### src/rtl/encoder_frame_ctrl.sv
// rtl/encoder_frame_ctrl.sv - frame sequencer feeding SIGNAL, data, tail and pad words to the convolutional encoder
module encoder_frame_ctrl #(
    parameter int WIDTH   = 24,
    parameter int NW_BITS = 12,
    parameter int NP_BITS = 8
) (
    input  logic               aclk,
    input  logic               aresetn,
    input  logic               cmd_valid,
    output logic               cmd_ready,
    input  logic [3:0]         cmd_rate,
    input  logic [11:0]        cmd_length,
    input  logic [NW_BITS-1:0] cmd_nwords,
    input  logic [NP_BITS-1:0] cmd_npad,
    input  logic [WIDTH-1:0]   s_axis_tdata,
    input  logic               s_axis_tvalid,
    output logic               s_axis_tready,
    input  logic               s_axis_tlast,
    output logic [WIDTH-1:0]   m_axis_tdata,
    output logic [3:0]         m_axis_tuser,
    output logic               m_axis_tvalid,
    input  logic               m_axis_tready,
    output logic               m_axis_tlast,
    output logic               busy,
    output logic               err_short
);

    localparam logic [3:0] RATE_6M = 4'b1011;

    typedef enum logic [2:0] {
        ST_IDLE,
        ST_SIGNAL,
        ST_DATA,
        ST_TAIL,
        ST_PAD
    } state_t;

    state_t state, state_n;

    logic [3:0]         rate_q;
    logic [11:0]        length_q;
    logic [NW_BITS-1:0] wcnt;
    logic [NP_BITS-1:0] pcnt;
    logic               flush;
    logic               cmd_ready_q;

    logic               load_ok;
    logic               cmd_fire;
    logic               s_fire;
    logic               ld;
    logic [WIDTH-1:0]   ld_data;
    logic [3:0]         ld_user;
    logic               ld_last;
    logic               wcnt_dec;
    logic               pcnt_dec;
    logic               set_err;
    logic               set_flush;

    logic [17:0]        sig_field;
    logic [WIDTH-1:0]   sig_word;

    assign load_ok       = !m_axis_tvalid || m_axis_tready;
    assign cmd_ready     = cmd_ready_q;
    assign busy          = (state != ST_IDLE);
    // Once a short frame is detected the remaining slots are filled locally, so upstream is held off.
    assign s_axis_tready = (state == ST_DATA) && !flush && load_ok;
    assign cmd_fire      = cmd_valid && cmd_ready_q;
    assign s_fire        = s_axis_tvalid && s_axis_tready;

    // SIGNAL layout: rate, reserved zero, length, even parity over the first 17 bits.
    assign sig_field = {^{length_q, 1'b0, rate_q}, length_q, 1'b0, rate_q};

    always_comb begin
        sig_word        = '0;
        sig_word[17:0]  = sig_field;
    end

    always_ff @(posedge aclk or negedge aresetn) begin
        if (!aresetn) begin
            state <= ST_IDLE;
        end else begin
            state <= state_n;
        end
    end

    always_comb begin
        state_n   = state;
        ld        = 1'b0;
        ld_data   = '0;
        ld_user   = rate_q;
        ld_last   = 1'b0;
        wcnt_dec  = 1'b0;
        pcnt_dec  = 1'b0;
        set_err   = 1'b0;
        set_flush = 1'b0;
        case (state)
            ST_IDLE: begin
                if (cmd_fire) begin
                    state_n = ST_SIGNAL;
                end
            end
            ST_SIGNAL: begin
                if (load_ok) begin
                    ld      = 1'b1;
                    ld_data = sig_word;
                    ld_user = RATE_6M;
                    state_n = (wcnt == '0) ? ST_TAIL : ST_DATA;
                end
            end
            ST_DATA: begin
                if (flush) begin
                    if (load_ok) begin
                        ld       = 1'b1;
                        wcnt_dec = 1'b1;
                        if (wcnt == NW_BITS'(1)) begin
                            state_n = ST_TAIL;
                        end
                    end
                end else if (s_fire) begin
                    ld       = 1'b1;
                    ld_data  = s_axis_tdata;
                    wcnt_dec = 1'b1;
                    if (wcnt == NW_BITS'(1)) begin
                        state_n = ST_TAIL;
                    end else if (s_axis_tlast) begin
                        set_err   = 1'b1;
                        set_flush = 1'b1;
                    end
                end
            end
            ST_TAIL: begin
                if (load_ok) begin
                    ld      = 1'b1;
                    ld_last = (pcnt == '0);
                    state_n = (pcnt == '0) ? ST_IDLE : ST_PAD;
                end
            end
            ST_PAD: begin
                if (load_ok) begin
                    ld       = 1'b1;
                    pcnt_dec = 1'b1;
                    if (pcnt == NP_BITS'(1)) begin
                        ld_last = 1'b1;
                        state_n = ST_IDLE;
                    end
                end
            end
            default: state_n = ST_IDLE;
        endcase
    end

    always_ff @(posedge aclk or negedge aresetn) begin
        if (!aresetn) begin
            cmd_ready_q   <= 1'b0;
            rate_q        <= '0;
            length_q      <= '0;
            wcnt          <= '0;
            pcnt          <= '0;
            flush         <= 1'b0;
            err_short     <= 1'b0;
            m_axis_tvalid <= 1'b0;
            m_axis_tdata  <= '0;
            m_axis_tuser  <= '0;
            m_axis_tlast  <= 1'b0;
        end else begin
            cmd_ready_q <= (state_n == ST_IDLE);
            if (cmd_fire) begin
                rate_q    <= cmd_rate;
                length_q  <= cmd_length;
                wcnt      <= cmd_nwords;
                pcnt      <= cmd_npad;
                flush     <= 1'b0;
                err_short <= 1'b0;
            end
            if (set_err) begin
                err_short <= 1'b1;
            end
            if (set_flush) begin
                flush <= 1'b1;
            end
            if (wcnt_dec) begin
                wcnt <= wcnt - NW_BITS'(1);
            end
            if (pcnt_dec) begin
                pcnt <= pcnt - NP_BITS'(1);
            end
            if (ld) begin
                m_axis_tvalid <= 1'b1;
                m_axis_tdata  <= ld_data;
                m_axis_tuser  <= ld_user;
                m_axis_tlast  <= ld_last;
            end else if (m_axis_tready) begin
                m_axis_tvalid <= 1'b0;
            end
        end
    end

endmodule

### config.mk
export PLATFORM = sky130hd
export DESIGN_NAME = encoder_frame_ctrl
export DESIGN_NICKNAME = d
export VERILOG_FILES = /design/src/rtl/encoder_frame_ctrl.sv
export SDC_FILE = /design/constraint.sdc
export NUM_CORES = 1
export LEC_CHECK = 0
export ABC_CLOCK_PERIOD_IN_PS = 2900
export BUFFER_PORTS_ARGS = -buffer_cell sky130_fd_sc_hd__buf_2
export CAP_MARGIN = 20
export CELL_PAD_IN_SITES_DETAIL_PLACEMENT = 1
export CELL_PAD_IN_SITES_GLOBAL_PLACEMENT = 2
export CORE_ASPECT_RATIO = 1.2
export CORE_MARGIN = 2
export CORE_UTILIZATION = 33
export DETAILED_ROUTE_END_ITERATION = 6
export PLACE_DENSITY_LB_ADDON = 0.1
export SLEW_MARGIN = 25
export SYNTH_ARGS = -nofsm -noshare
export SYNTH_HDL_FRONTEND = slang
export SYNTH_SLANG_ARGS = --single-unit
### constraint.sdc
create_clock -name aclk -period 2.9 [get_ports aclk]
set_clock_uncertainty 0.1 [all_clocks]
set_input_delay 0.145 -clock aclk [delete_from_list [all_inputs] [get_ports aclk]]
set_output_delay 0.145 -clock aclk [all_outputs]
set_load 0.01 [all_outputs]
==> results.md, run 1 <==
| Quantity | Reported | Unit |
|---|---|---|
| Routed length on met3 | 487 | um |
| Global route total overflow | 0 | - |
| HPWL after DPL | 7.036 | mm |
| Yosys top cell by area | sky130_fd_sc_hd__dfrtp_1 | - |
| Die height | 116.8 | um |
| First-pass iteration count of the detailed router | 5 | - |
| Final clock period utilization by the worst path | 77.34 | % |
| Post-synth EDFFs | 0 | - |
| Hold Slack | 0.01158 | ns |
| TritonCTS clock tree | built | - |
| Final critical path time including I/O delays and setup | 2.243 | ns |
| Number of global-route vias before repair | 3507 | - |
| Post-synth top flop | sky130_fd_sc_hd__dfrtp_1 | - |
| Via count | 3322 | - |
| Top Metal Used | met4 | - |
| Hold Crit Class | in -> reg | - |
| Initial DRC Count | 177 | - |
| F_max | 445.9 | MHz |
| Post-synthesis area per instance | 9.529 | sq um |
| Peak VDD IR | 0.2820 | mV |
| Tot Pwr | 3.667 | mW |
| First-pass GRT wire length | 17.51 | mm |
| Leakage power figure | 2.494 | nW |
| Standard cell core area | 10410 | sq um |
| Maxcap violations | 0 | - |
| # clock sinks | 71 | - |
| Worst Path Max Fanout | 17 | - |
| Path type of the worst setup path | reg -> reg | - |
| Hold Fails Final Rpt | 0 | - |
| Area growth from synthesis to layout | 41.97 | % |
| Synthesis Warnings | 0 | - |
| Signal arrival time at the worst endpoint | 2.36 | ns |
| Worst endpoint required time | 3.02 | ns |
| Wire length per cell | 16.14 | um |
| Internal Pwr Total | 2.480 | mW |
| Fraction of power consumed by combinational cells | 28.1 | % |
| Ranking of synthesized cells by instance count | 74 x sky130_fd_sc_hd__nand2_1, 71 x sky130_fd_sc_hd__dfrtp_1, 25 x sky130_fd_sc_hd__inv_1 | - |
| Fraction of layout instances using a drive strength above 1 | 25.38 | % |
| Number of resized instances in the post-cts repair step | 0 | - |
| Clock slew at reported path FFs | 0.06 | ns |
| Antenna violations before repair | 0 | - |
| Unique cell type count in the Yosys netlist | 46 | - |
| Number of buffers added to fix hold violations after cts | 53 | - |
| Tightest Pin Transition | 0.9524 | ns |
| Count of buffers inserted at the top-level ports | 99 | - |
| Fraction of synthesized cell area taken by the top area cell type | 50.81 | % |
| Final max-slew violation count | 0 | - |
| Non-Filler Cell Area, Final | 4965 | sq um |
| Placer congestion estimate | 0.7670 | - |
| RSZ-0062 raised after global routing | false | - |
| Switching power summed over all nets | 1.188 | mW |
| I/O pin count | 100 | - |
| Total standard cell area after synthesis | 3497 | sq um |
| CTS Buf Count | 9 | - |
| Post-synthesis async set-or-reset flop share | 100.0 | % |
| Nets@finish | 591 | - |
| Most common cell in the netlist | sky130_fd_sc_hd__nand2_1 | - |
| Post-place instance area | 4143 | sq um |
| Post-CTS setup buffer count | 0 | - |
| Routed wl met2 | 5.434 | mm |
| Gate count after technology mapping | 367 | - |
| Power density of the placed cells | 738.7 | nW/um^2 |
| Maximum number of pins on one net before global-route repair | 72 | - |
| Setup crit end kind | register | - |
| Total negative slack | 0 | ns |
| Part of the total power dissipated in sequential elements | 41.6 | % |
| Average vias per placed instance | 5.087 | - |
| Share of synthesized area occupied by flip-flops and latches | 50.81 | % |
| Count of standard-cell rows | 41 | - |
| Met1 WL | 4.450 | mm |
| Total Routed Length | 10.54 | mm |
| Setup-violating endpoint count in the final report | 0 | - |
| Clock network latency to the later pin of the worst-skew pair | 0.33 | ns |
| Residual antenna-violating net count after detailed routing | 0 | - |
| Worst slew margin | 36.50 | % |
| Combined global-route utilization of all metal layers | 19.41 | % |
| Clock share of power | 30.3 | % |
| Die area | 11440 | sq um |
| Smallest setup slack after layout | 0.6572 | ns |
| Total inserted antenna cells | 0 | - |
| Total nets after synthesis | 439 | - |
| CTS H-tree depth | 3 | - |
| Worst Setup Start Kind | register | - |
| Total DRC errors in the routed layout | 0 | - |
| Buffer depth of the longest clock path | 2 | - |
| Die width | 97.98 | um |
| Placement-stage worst setup slack | 0.6451 | ns |
| Biggest area contributors in the synthesized netlist | sky130_fd_sc_hd__dfrtp_1 51%, sky130_fd_sc_hd__nand2_1 7.9%, sky130_fd_sc_hd__a222oi_1 4.6% | - |
| Outcome | complete, no violations | - |
| Switching portion of total power | 32.39 | % |
| Buffer type at the clock tree root | sky130_fd_sc_hd__clkbuf_16 | - |
| Number of storage elements in the synthesis netlist | 71 | - |
| Starting utilization of the core area | 33.58 | % |
power groups by stage:
| stage | Clock, mW | Sequential [mW] | Combinational [mW] |
|---|---|---|---|
| after floorplan | 0 | 1.47 | 0.749 |
| after global placement | 0 | 1.53 | 0.966 |
| after detailed placement | 0 | 1.54 | 0.991 |
| after CTS | 1.14 | 1.53 | 1.05 |
| after global routing | 1.18 | 1.57 | 1.18 |
| final | 1.11 | 1.53 | 1.03 |
routing by layer:
metal	track usage (%)	up-vias
li1	-	1596
met1	23.07	1641
met2	34.47	72
met3	4.513	13
met4	7.315	0
met5	0	-
final timing paths:
kind                                        startpoint                           end  slack [ns]  cells after the start
max reg2reg                         state[1]$_DFF_PN0_   m_axis_tdata[2]$_DFFE_PN0P_        0.66                      5
min                                   s_axis_tdata[17]  m_axis_tdata[17]$_DFFE_PN0P_        0.01                      3
min reg2reg                m_axis_tuser[3]$_DFFE_PN0P_   m_axis_tuser[3]$_DFFE_PN0P_        0.38                      2
min in group asynchronous                      aresetn           pcnt[5]$_DFFE_PN0P_        0.40                      2
max                                 state[1]$_DFF_PN0_   m_axis_tdata[2]$_DFFE_PN0P_        0.66                      5
max in group asynchronous                      aresetn           pcnt[0]$_DFFE_PN0P_        1.67                      2
critical path, stage by stage, from the launching register on:
cell	delay, ns
sky130_fd_sc_hd__dfrtp_1	0.50
sky130_fd_sc_hd__nor3b_2	0.47
sky130_fd_sc_hd__o21ai_2	0.35
sky130_fd_sc_hd__buf_4	0.29
sky130_fd_sc_hd__a222oi_1	0.33
sky130_fd_sc_hd__inv_1	0.07
state kept, by name, indices dropped and copies added, names as in the netlist:
register	cells
m_axis_tuser	4
m_axis_tdata	24
rate_q	4
m_axis_tvalid	1
m_axis_tlast	1
length_q	12
cmd_ready	1
wcnt	12
pcnt	8
state	3
flush	1
metrics by stage:
stage / instances / utilization [%]
detailed placement: 584 / 39.78
global route: 653 / 47.68
floorplan: 367 / -
global placement: 584 / 39.78
finish: 653 / 47.68
CTS: 653 / 47.68
cell usage in the layout, fill, tap and decap left out, types with 8 or more instances in the layout:
master                          synthesis  final
sky130_fd_sc_hd__dlygate4sd3_1          0     53
sky130_fd_sc_hd__a21oi_1               13     13
sky130_fd_sc_hd__inv_1                 25     25
sky130_fd_sc_hd__buf_2                  4     98
sky130_fd_sc_hd__o21ai_0               16     16
sky130_fd_sc_hd__nand2_1               74     74
sky130_fd_sc_hd__nor3_1                14     13
sky130_fd_sc_hd__a222oi_1              16     16
sky130_fd_sc_hd__buf_4                  1      8
sky130_fd_sc_hd__dfrtp_1               71     71
sky130_fd_sc_hd__nor2_1                22     22
sky130_fd_sc_hd__clkbuf_16              0      9
sky130_fd_sc_hd__xnor2_1               14     14
sky130_fd_sc_hd__a22o_1                 8      8
cell type report:
class                           count  area (sq um)
Multi-Input combinational cell    252          1540
Sequential cell                    71          1777
Tap cell                          129         161.4
Timing Repair Buffer              160          1101
Inverter                           25         93.84
Clock buffer                       12         246.5
Clock inverter                      4         45.04
Fill cell                        1220          5449
cells by family (layout without fill, tap and decap cells):
logic type	Yosys count	count (layout)	share of synthesized area, %
AO/OA/AOI/OAI	81	81	17.10
XOR/XNOR	16	16	4.007
adder cells (fa/ha/maj)	6	6	2.147
buffers and inverters	44	201	5.402
flip-flops	71	71	50.80
AND/OR/NAND/NOR	149	149	20.54
Power figures use the tool's default switching activity.
==> run 2: changes to the inputs <==
--- a/config.mk
+++ b/config.mk
@@ -5,14 +5,14 @@
 export SDC_FILE = /design/constraint.sdc
 export NUM_CORES = 1
 export LEC_CHECK = 0
-export ABC_CLOCK_PERIOD_IN_PS = 2900
+export ABC_CLOCK_PERIOD_IN_PS = 2300
 export BUFFER_PORTS_ARGS = -buffer_cell sky130_fd_sc_hd__buf_2
 export CAP_MARGIN = 20
 export CELL_PAD_IN_SITES_DETAIL_PLACEMENT = 1
 export CELL_PAD_IN_SITES_GLOBAL_PLACEMENT = 2
 export CORE_ASPECT_RATIO = 1.2
 export CORE_MARGIN = 2
-export CORE_UTILIZATION = 33
+export CORE_UTILIZATION = 31
 export DETAILED_ROUTE_END_ITERATION = 6
 export PLACE_DENSITY_LB_ADDON = 0.1
 export SLEW_MARGIN = 25
==> constraint.sdc (replaced) <==
create_clock -name aclk -period 2.3 [get_ports aclk]
set_clock_uncertainty 0.1 [all_clocks]
set_input_delay 0.115 -clock aclk [delete_from_list [all_inputs] [get_ports aclk]]
set_output_delay 0.115 -clock aclk [all_outputs]
set_load 0.01 [all_outputs]
==> results.md, run 2 (synthesis results as in run 1) <==
| Quantity | Reported | Unit | Change |
|---|---|---|---|
| Outcome | complete, no violations | - |  |
| Clock share of power | 30.2 | % | about the same |
| Path type of the worst setup path | reg -> reg | - |  |
| CTS H-tree depth | 3 | - | unchanged |
| Tightest Pin Transition | 0.5813 | ns | -0.3712 ns |
| Tot Pwr | 4.629 | mW | +26% |
| Initial DRC Count | 170 | - | -4.0% |
| Clock slew at reported path FFs | 0.06 | ns | about the same |
| Number of global-route vias before repair | 3579 | - | +2.1% |
| Switching portion of total power | 32.68 | % | +0.30 points |
| Placement-stage worst setup slack | 0.2757 | ns | -0.3694 ns |
| Die height | 120.4 | um | +3.1% |
| Combined global-route utilization of all metal layers | 18.99 | % | -0.41 points |
| Number of flip-flops under the largest register name | 24 | - | unchanged |
| CTS Buf Count | 9 | - | unchanged |
| Area growth from synthesis to layout | 45.55 | % |  |
| Fraction of power consumed by combinational cells | 28.5 | % | +0.4 points |
| Reg with most FFs | m_axis_tdata | - |  |
| Hold Fails Final Rpt | 0 | - | unchanged |
| Die width | 101.0 | um | +3.0% |
| Starting utilization of the core area | 31.69 | % | -1.9 points |
| Setup crit end kind | register | - |  |
| Total DRC errors in the routed layout | 0 | - | unchanged |
| Total negative slack | 0 | ns | unchanged |
| # clock sinks | 71 | - | unchanged |
| Maxcap violations | 0 | - | unchanged |
| Maximum number of pins on one net before global-route repair | 43 | - | -40% |
| Placer congestion estimate | 0.7812 | - | +1.9% |
| Clock network latency to the later pin of the worst-skew pair | 0.33 | ns | about the same |
| RSZ-0062 raised after global routing | false | - |  |
| Count of fill cells added during filler insertion | 1294 | - | +6.1% |
| Buffer type at the clock tree root | sky130_fd_sc_hd__clkbuf_16 | - |  |
| Average vias per placed instance | 4.994 | - | -1.8% |
| Peak VDD IR | 0.4514 | mV | +60% |
| Register Area | 1777 | sq um | unchanged |
| Via count | 3346 | - | +0.72% |
| Internal Pwr Total | 3.116 | mW | +26% |
| Count of buffers inserted at the top-level ports | 99 | - | unchanged |
| Worst Path Max Fanout | 19 | - | +2 |
| Post-place instance area | 4199 | sq um | +1.4% |
| Power density of the placed cells | 909.5 | nW/um^2 | +23% |
| Total inserted antenna cells | 0 | - | unchanged |
| Combined area of the multi-input logic cells | 1540 | sq um | unchanged |
| Worst Setup Start Kind | register | - |  |
| Total Routed Length | 10.90 | mm | +3.5% |
| Leading cell type in the layout, fill and taps excluded | sky130_fd_sc_hd__buf_2 | - |  |
| Number of resized instances in the post-cts repair step | 0 | - | unchanged |
| I/O pin count | 100 | - | unchanged |
| Setup-violating endpoint count in the final report | 0 | - | unchanged |
| Final max-slew violation count | 0 | - | unchanged |
| Switching power summed over all nets | 1.513 | mW | +27% |
| Non-Filler Cell Area, Final | 5090 | sq um | +2.5% |
| Count of standard-cell rows | 42 | - | +2.4% |
| Signal arrival time at the worst endpoint | 2.15 | ns | -0.21 ns |
| Leakage power figure | 2.555 | nW | +2.5% |
| Most frequent cells in the layout | 98 x sky130_fd_sc_hd__buf_2, 74 x sky130_fd_sc_hd__nand2_1, 71 x sky130_fd_sc_hd__dfrtp_1, 60 x sky130_fd_sc_hd__dlygate4sd3_1, 25 x sky130_fd_sc_hd__inv_1 | - |  |
| First-pass GRT wire length | 18.04 | mm | +3.0% |
| Final core utilization | 46.12 | % | -1.6 points |
| First-pass iteration count of the detailed router | 5 | - | unchanged |
| F_max | 492.2 | MHz | +10% |
| Part of the total power dissipated in sequential elements | 41.3 | % | -0.3 points |
| Buffer depth of the longest clock path | 2 | - | unchanged |
| HPWL after DPL | 7.395 | mm | +5.1% |
| Worst slew margin | 61.11 | % | +25 points |
| Fraction of layout instances using a drive strength above 1 | 26.21 | % | +0.83 points |
| Die area | 12150 | sq um | +6.2% |
| Final clock period utilization by the worst path | 88.34 | % | +11 points |
| Final critical path time including I/O delays and setup | 2.032 | ns | -0.2110 ns |
| Antenna violations before repair | 1 | - | +1 |
| Hold Crit Class | in -> reg | - |  |
| Standard cell core area | 11040 | sq um | +6.0% |
| Worst endpoint required time | 2.41 | ns | -0.61 ns |
| Smallest setup slack after layout | 0.2682 | ns | -0.3890 ns |
| Wire length per cell | 16.27 | um | +0.83% |
| TritonCTS clock tree | built | - |  |
| Nets@finish | 605 | - | +2.4% |
| Registers with the most flip-flops | m_axis_tdata: 24 flops, length_q: 12 flops, wcnt: 12 flops | - |  |
| Residual antenna-violating net count after detailed routing | 0 | - | unchanged |
| Global route total overflow | 0 | - | unchanged |
==> run 2: cell types whose count changed in the layout (fill, tap and decap cells not counted), sizes merged <==
cell         delta
buf             +7
clkinvlp        +1
dlygate4sd3     +7
clkbuf          -2
clkinv          +1
==> run 2: final cells by class <==
| class | instances | area share, % |
|---|---|---|
| Clock buffer | 10 | 4.499 |
| Sequential cell | 71 | 34.91 |
| Timing Repair Buffer | 174 | 24.04 |
| Inverter | 25 | 1.844 |
| Tap cell | 132 | 3.245 |
| Clock inverter | 6 | 1.205 |
| Multi-Input combinational cell | 252 | 30.26 |
==> run 2: critical path, cell delays in order, from the launching register on <==
cell and delay [ns]:
sky130_fd_sc_hd__dfrtp_1 0.38, sky130_fd_sc_hd__nor2b_1 0.20, sky130_fd_sc_hd__or4_1 0.48, sky130_fd_sc_hd__buf_4 0.22
sky130_fd_sc_hd__nand2_4 0.13, sky130_fd_sc_hd__o21ai_1 0.08, sky130_fd_sc_hd__a221o_1 0.31
==> run 2: path summary, 6_finish.rpt <==
check                      slack [ns]                       from             endpoint  cells past startpoint
setup / recovery                 0.27  m_axis_tvalid$_DFFE_PN0P_  wcnt[4]$_DFFE_PN0P_                      6
hold / removal                   0.07                cmd_npad[1]  pcnt[1]$_DFFE_PN0P_                      4
max in group asynchronous        1.36                    aresetn    flush$_DFFE_PN0P_                      3
min in group asynchronous        0.16                    aresetn  pcnt[5]$_DFFE_PN0P_                      2
setup reg to reg                 0.27  m_axis_tvalid$_DFFE_PN0P_  wcnt[4]$_DFFE_PN0P_                      6
hold reg to reg                  0.37        pcnt[6]$_DFFE_PN0P_  pcnt[6]$_DFFE_PN0P_                      2
==> run 2: per-stage QoR <==
step | cells | hold WS, ns
finish | 670 | 0.07323
global route | 670 | 0.1093
CTS | 670 | 0.06695
detailed placement | 594 | -0.004014
global placement | 594 | -0.01017
floorplan | 367 | -0.2806
==> run 2: layer usage <==
layer	wire length, um	up-vias	part of all wire, %	track usage, %
met5	20	-	0.18	0
met4	219	2	2.0	7.939
met3	381	18	3.5	3.295
met2	5619	73	52	33.38
met1	4661	1630	43	22.66
li1	-	1623	-	-
==> run 2: power groups by stage <==
stage | sequential, mW | combinational, mW | clock, mW
final | 1.91 | 1.32 | 1.40
after global routing | 1.98 | 1.47 | 1.47
after CTS | 1.92 | 1.35 | 1.43
after detailed placement | 1.94 | 1.27 | 0
after global placement | 1.93 | 1.24 | 0
after floorplan | 1.85 | 0.944 | 0
==> run 2: what timing repair did <==
| action | CTS | global route |
|---|---|---|
| hold endpoints to repair | 88 | 0 |
| setup buffers | 0 | 0 |
| hold buffers | 60 | 0 |
==> run 3: changes to the inputs <==
--- a/config.mk
+++ b/config.mk
@@ -14,6 +14,7 @@
 export CORE_MARGIN = 2
 export CORE_UTILIZATION = 31
 export DETAILED_ROUTE_END_ITERATION = 6
+export MAX_ROUTING_LAYER = met4
 export PLACE_DENSITY_LB_ADDON = 0.1
 export SLEW_MARGIN = 25
 export SYNTH_ARGS = -nofsm -noshare
==> results.md, run 3 (synthesis results as in run 1) <==
| Quantity | Reported | Unit | Change |
|---|---|---|---|
| Outcome | complete, no violations | - |  |
| Final clock period utilization by the worst path | 88.27 | % | about the same |
| Wire length per cell | 16.20 | um | -0.41% |
| Number of flip-flops under the largest register name | 24 | - | unchanged |
| RSZ-0062 raised after global routing | false | - |  |
| First-pass iteration count of the detailed router | 4 | - | -1 |
| Tightest Pin Transition | 0.5909 | ns | +0.009605 ns |
| Residual antenna-violating net count after detailed routing | 0 | - | unchanged |
| Signal arrival time at the worst endpoint | 2.14 | ns | about the same |
| First-pass GRT wire length | 18.04 | mm | about the same |
| Number of global-route vias before repair | 3580 | - | +0.028% |
| Die area | 12150 | sq um | unchanged |
| Antenna violations before repair | 1 | - | unchanged |
| Final cell count without fillers | 671 | - | +0.15% |
| Initial DRC Count | 189 | - | +11% |
| Count of fill cells added during filler insertion | 1296 | - | +0.15% |
| Standard cell core area | 11040 | sq um | unchanged |
| Worst Path Max Fanout | 19 | - | unchanged |
| Fraction of layout instances using a drive strength above 1 | 26.21 | % | unchanged |
| Final max-slew violation count | 0 | - | unchanged |
| Setup-violating endpoint count in the final report | 0 | - | unchanged |
| Total DRC errors in the routed layout | 0 | - | unchanged |
| Post-CTS setup buffer count | 0 | - | unchanged |
| Hold Fails Final Rpt | 0 | - | unchanged |
| Worst slew margin | 60.46 | % | -0.64 points |
| Path type of the worst setup path | reg -> reg | - |  |
| Worst endpoint required time | 2.41 | ns | about the same |
| I/O pin count | 100 | - | unchanged |
| Registers with the most flip-flops | m_axis_tdata: 24 flops, length_q: 12 flops, wcnt: 12 flops | - |  |
| Setup crit end kind | register | - |  |
| Post-place instance area | 4199 | sq um | unchanged |
| Area growth from synthesis to layout | 45.62 | % | about the same |
| Buffer depth of the longest clock path | 2 | - | unchanged |
| Nets@finish | 605 | - | unchanged |
| Peak VDD IR | 0.4526 | mV | +0.27% |
| Via count | 3335 | - | -0.33% |
| Clock slew at reported path FFs | 0.06 | ns | about the same |
| CTS Buf Count | 9 | - | unchanged |
| Total negative slack | 0 | ns | unchanged |
| Leading cell type in the layout, fill and taps excluded | sky130_fd_sc_hd__buf_2 | - |  |
| Most frequent cells in the layout | 98 x sky130_fd_sc_hd__buf_2, 74 x sky130_fd_sc_hd__nand2_1, 71 x sky130_fd_sc_hd__dfrtp_1, 60 x sky130_fd_sc_hd__dlygate4sd3_1, 25 x sky130_fd_sc_hd__inv_1 | - |  |
| CTS H-tree depth | 3 | - | unchanged |
| Buffer type at the clock tree root | sky130_fd_sc_hd__clkbuf_16 | - |  |
| Die width | 101.0 | um | unchanged |
| TritonCTS clock tree | built | - |  |
| F_max | 492.6 | MHz | about the same |
| Die height | 120.4 | um | unchanged |
| Power density of the placed cells | 909.0 | nW/um^2 | about the same |
| Hold Crit Class | in -> reg | - |  |
| Starting utilization of the core area | 31.69 | % | unchanged |
| Global route total overflow | 0 | - | unchanged |
| HPWL after DPL | 7.395 | mm | unchanged |
| Average vias per placed instance | 4.970 | - | -0.48% |
| Worst Setup Start Kind | register | - |  |
| Non-Filler Cell Area, Final | 5092 | sq um | about the same |
| Reg with most FFs | m_axis_tdata | - |  |
| Count of buffers inserted at the top-level ports | 99 | - | unchanged |
| Maximum number of pins on one net before global-route repair | 43 | - | unchanged |
| Total Routed Length | 10.87 | mm | -0.27% |
| # clock sinks | 71 | - | unchanged |
| Final critical path time including I/O delays and setup | 2.030 | ns | -0.001587 ns |
| Final core utilization | 46.15 | % | about the same |
| Maxcap violations | 0 | - | unchanged |
| Instance count after placement with tap cells included | 594 | - | unchanged |
| Number of resized instances in the post-cts repair step | 0 | - | unchanged |
| Count of standard-cell rows | 42 | - | unchanged |
| Hold Slack | 0.07545 | ns | +0.002217 ns |
| Combined global-route utilization of all metal layers | 19.53 | % | +0.54 points |
| Clock network latency to the later pin of the worst-skew pair | 0.33 | ns | about the same |
| Number of buffers added to fix hold violations after cts | 60 | - | unchanged |
| Leakage power figure | 2.555 | nW | unchanged |
| Placer congestion estimate | 0.7920 | - | +1.4% |
-- run 3: cell types whose count changed in the layout (fill, tap and decap cells not counted), sizes merged --
| cell | change |
|---|---|
| diode | +1 |
-- run 3: worst paths after layout --
check | from | depth (start not counted) | slack, ns | endpoint
max in group asynchronous | aresetn | 3 | 1.35 | length_q[10]$_DFFE_PN0P_
hold / removal | cmd_npad[1] | 4 | 0.08 | pcnt[1]$_DFFE_PN0P_
min in group asynchronous | aresetn | 2 | 0.16 | pcnt[5]$_DFFE_PN0P_
setup / recovery | m_axis_tvalid$_DFFE_PN0P_ | 6 | 0.27 | wcnt[4]$_DFFE_PN0P_
hold reg to reg | pcnt[6]$_DFFE_PN0P_ | 2 | 0.37 | pcnt[6]$_DFFE_PN0P_
setup reg to reg | m_axis_tvalid$_DFFE_PN0P_ | 6 | 0.27 | wcnt[4]$_DFFE_PN0P_
-- run 3: layer usage --
metal,part of all wire (%),vias to the layer above,GRT usage (%)
met3,2.9,17,2.543
met5,0,-,-
li1,-,1620,-
met2,51,75,33.33
met1,44,1623,23.21
met4,2.0,0,7.939
-- run 3: report_power, final --
part | internal [mW] | switching (mW) | total, mW
clock network | 0.836 | 0.560 | 1.40
registers | 1.56 | 0.349 | 1.91
logic | 0.717 | 0.604 | 1.32
total | 3.12 | 1.51 | 4.63
-- run 3: stage by stage --
step                worst slack (ns)  total power [mW]
floorplan                     0.3503             2.797
global placement              0.2887             3.174
detailed placement            0.2757             3.207
CTS                           0.2650             4.701
global route                 0.03731             4.922
finish                        0.2698             4.629
-- run 3: worst max-delay path, cell delays in order, from the launching register on --
cell and delay (ns):
sky130_fd_sc_hd__dfrtp_1 0.38, sky130_fd_sc_hd__nor2b_1 0.20, sky130_fd_sc_hd__or4_1 0.48, sky130_fd_sc_hd__buf_4 0.22
sky130_fd_sc_hd__nand2_4 0.13, sky130_fd_sc_hd__o21ai_1 0.08, sky130_fd_sc_hd__a221o_1 0.31
-- run 3: final cells by class --
cell class              count  area [sq um]  area share (%)
clock buffers              10         229.0           4.496
diodes                      1         2.502         0.04914
inverters                  25         93.84           1.843
multi-input cells         252          1540           30.25
clock inverters             6         61.31           1.204
repair buffers            174          1224           24.03
well taps                 132         165.2           3.243
flip-flops and latches     71          1777           34.89
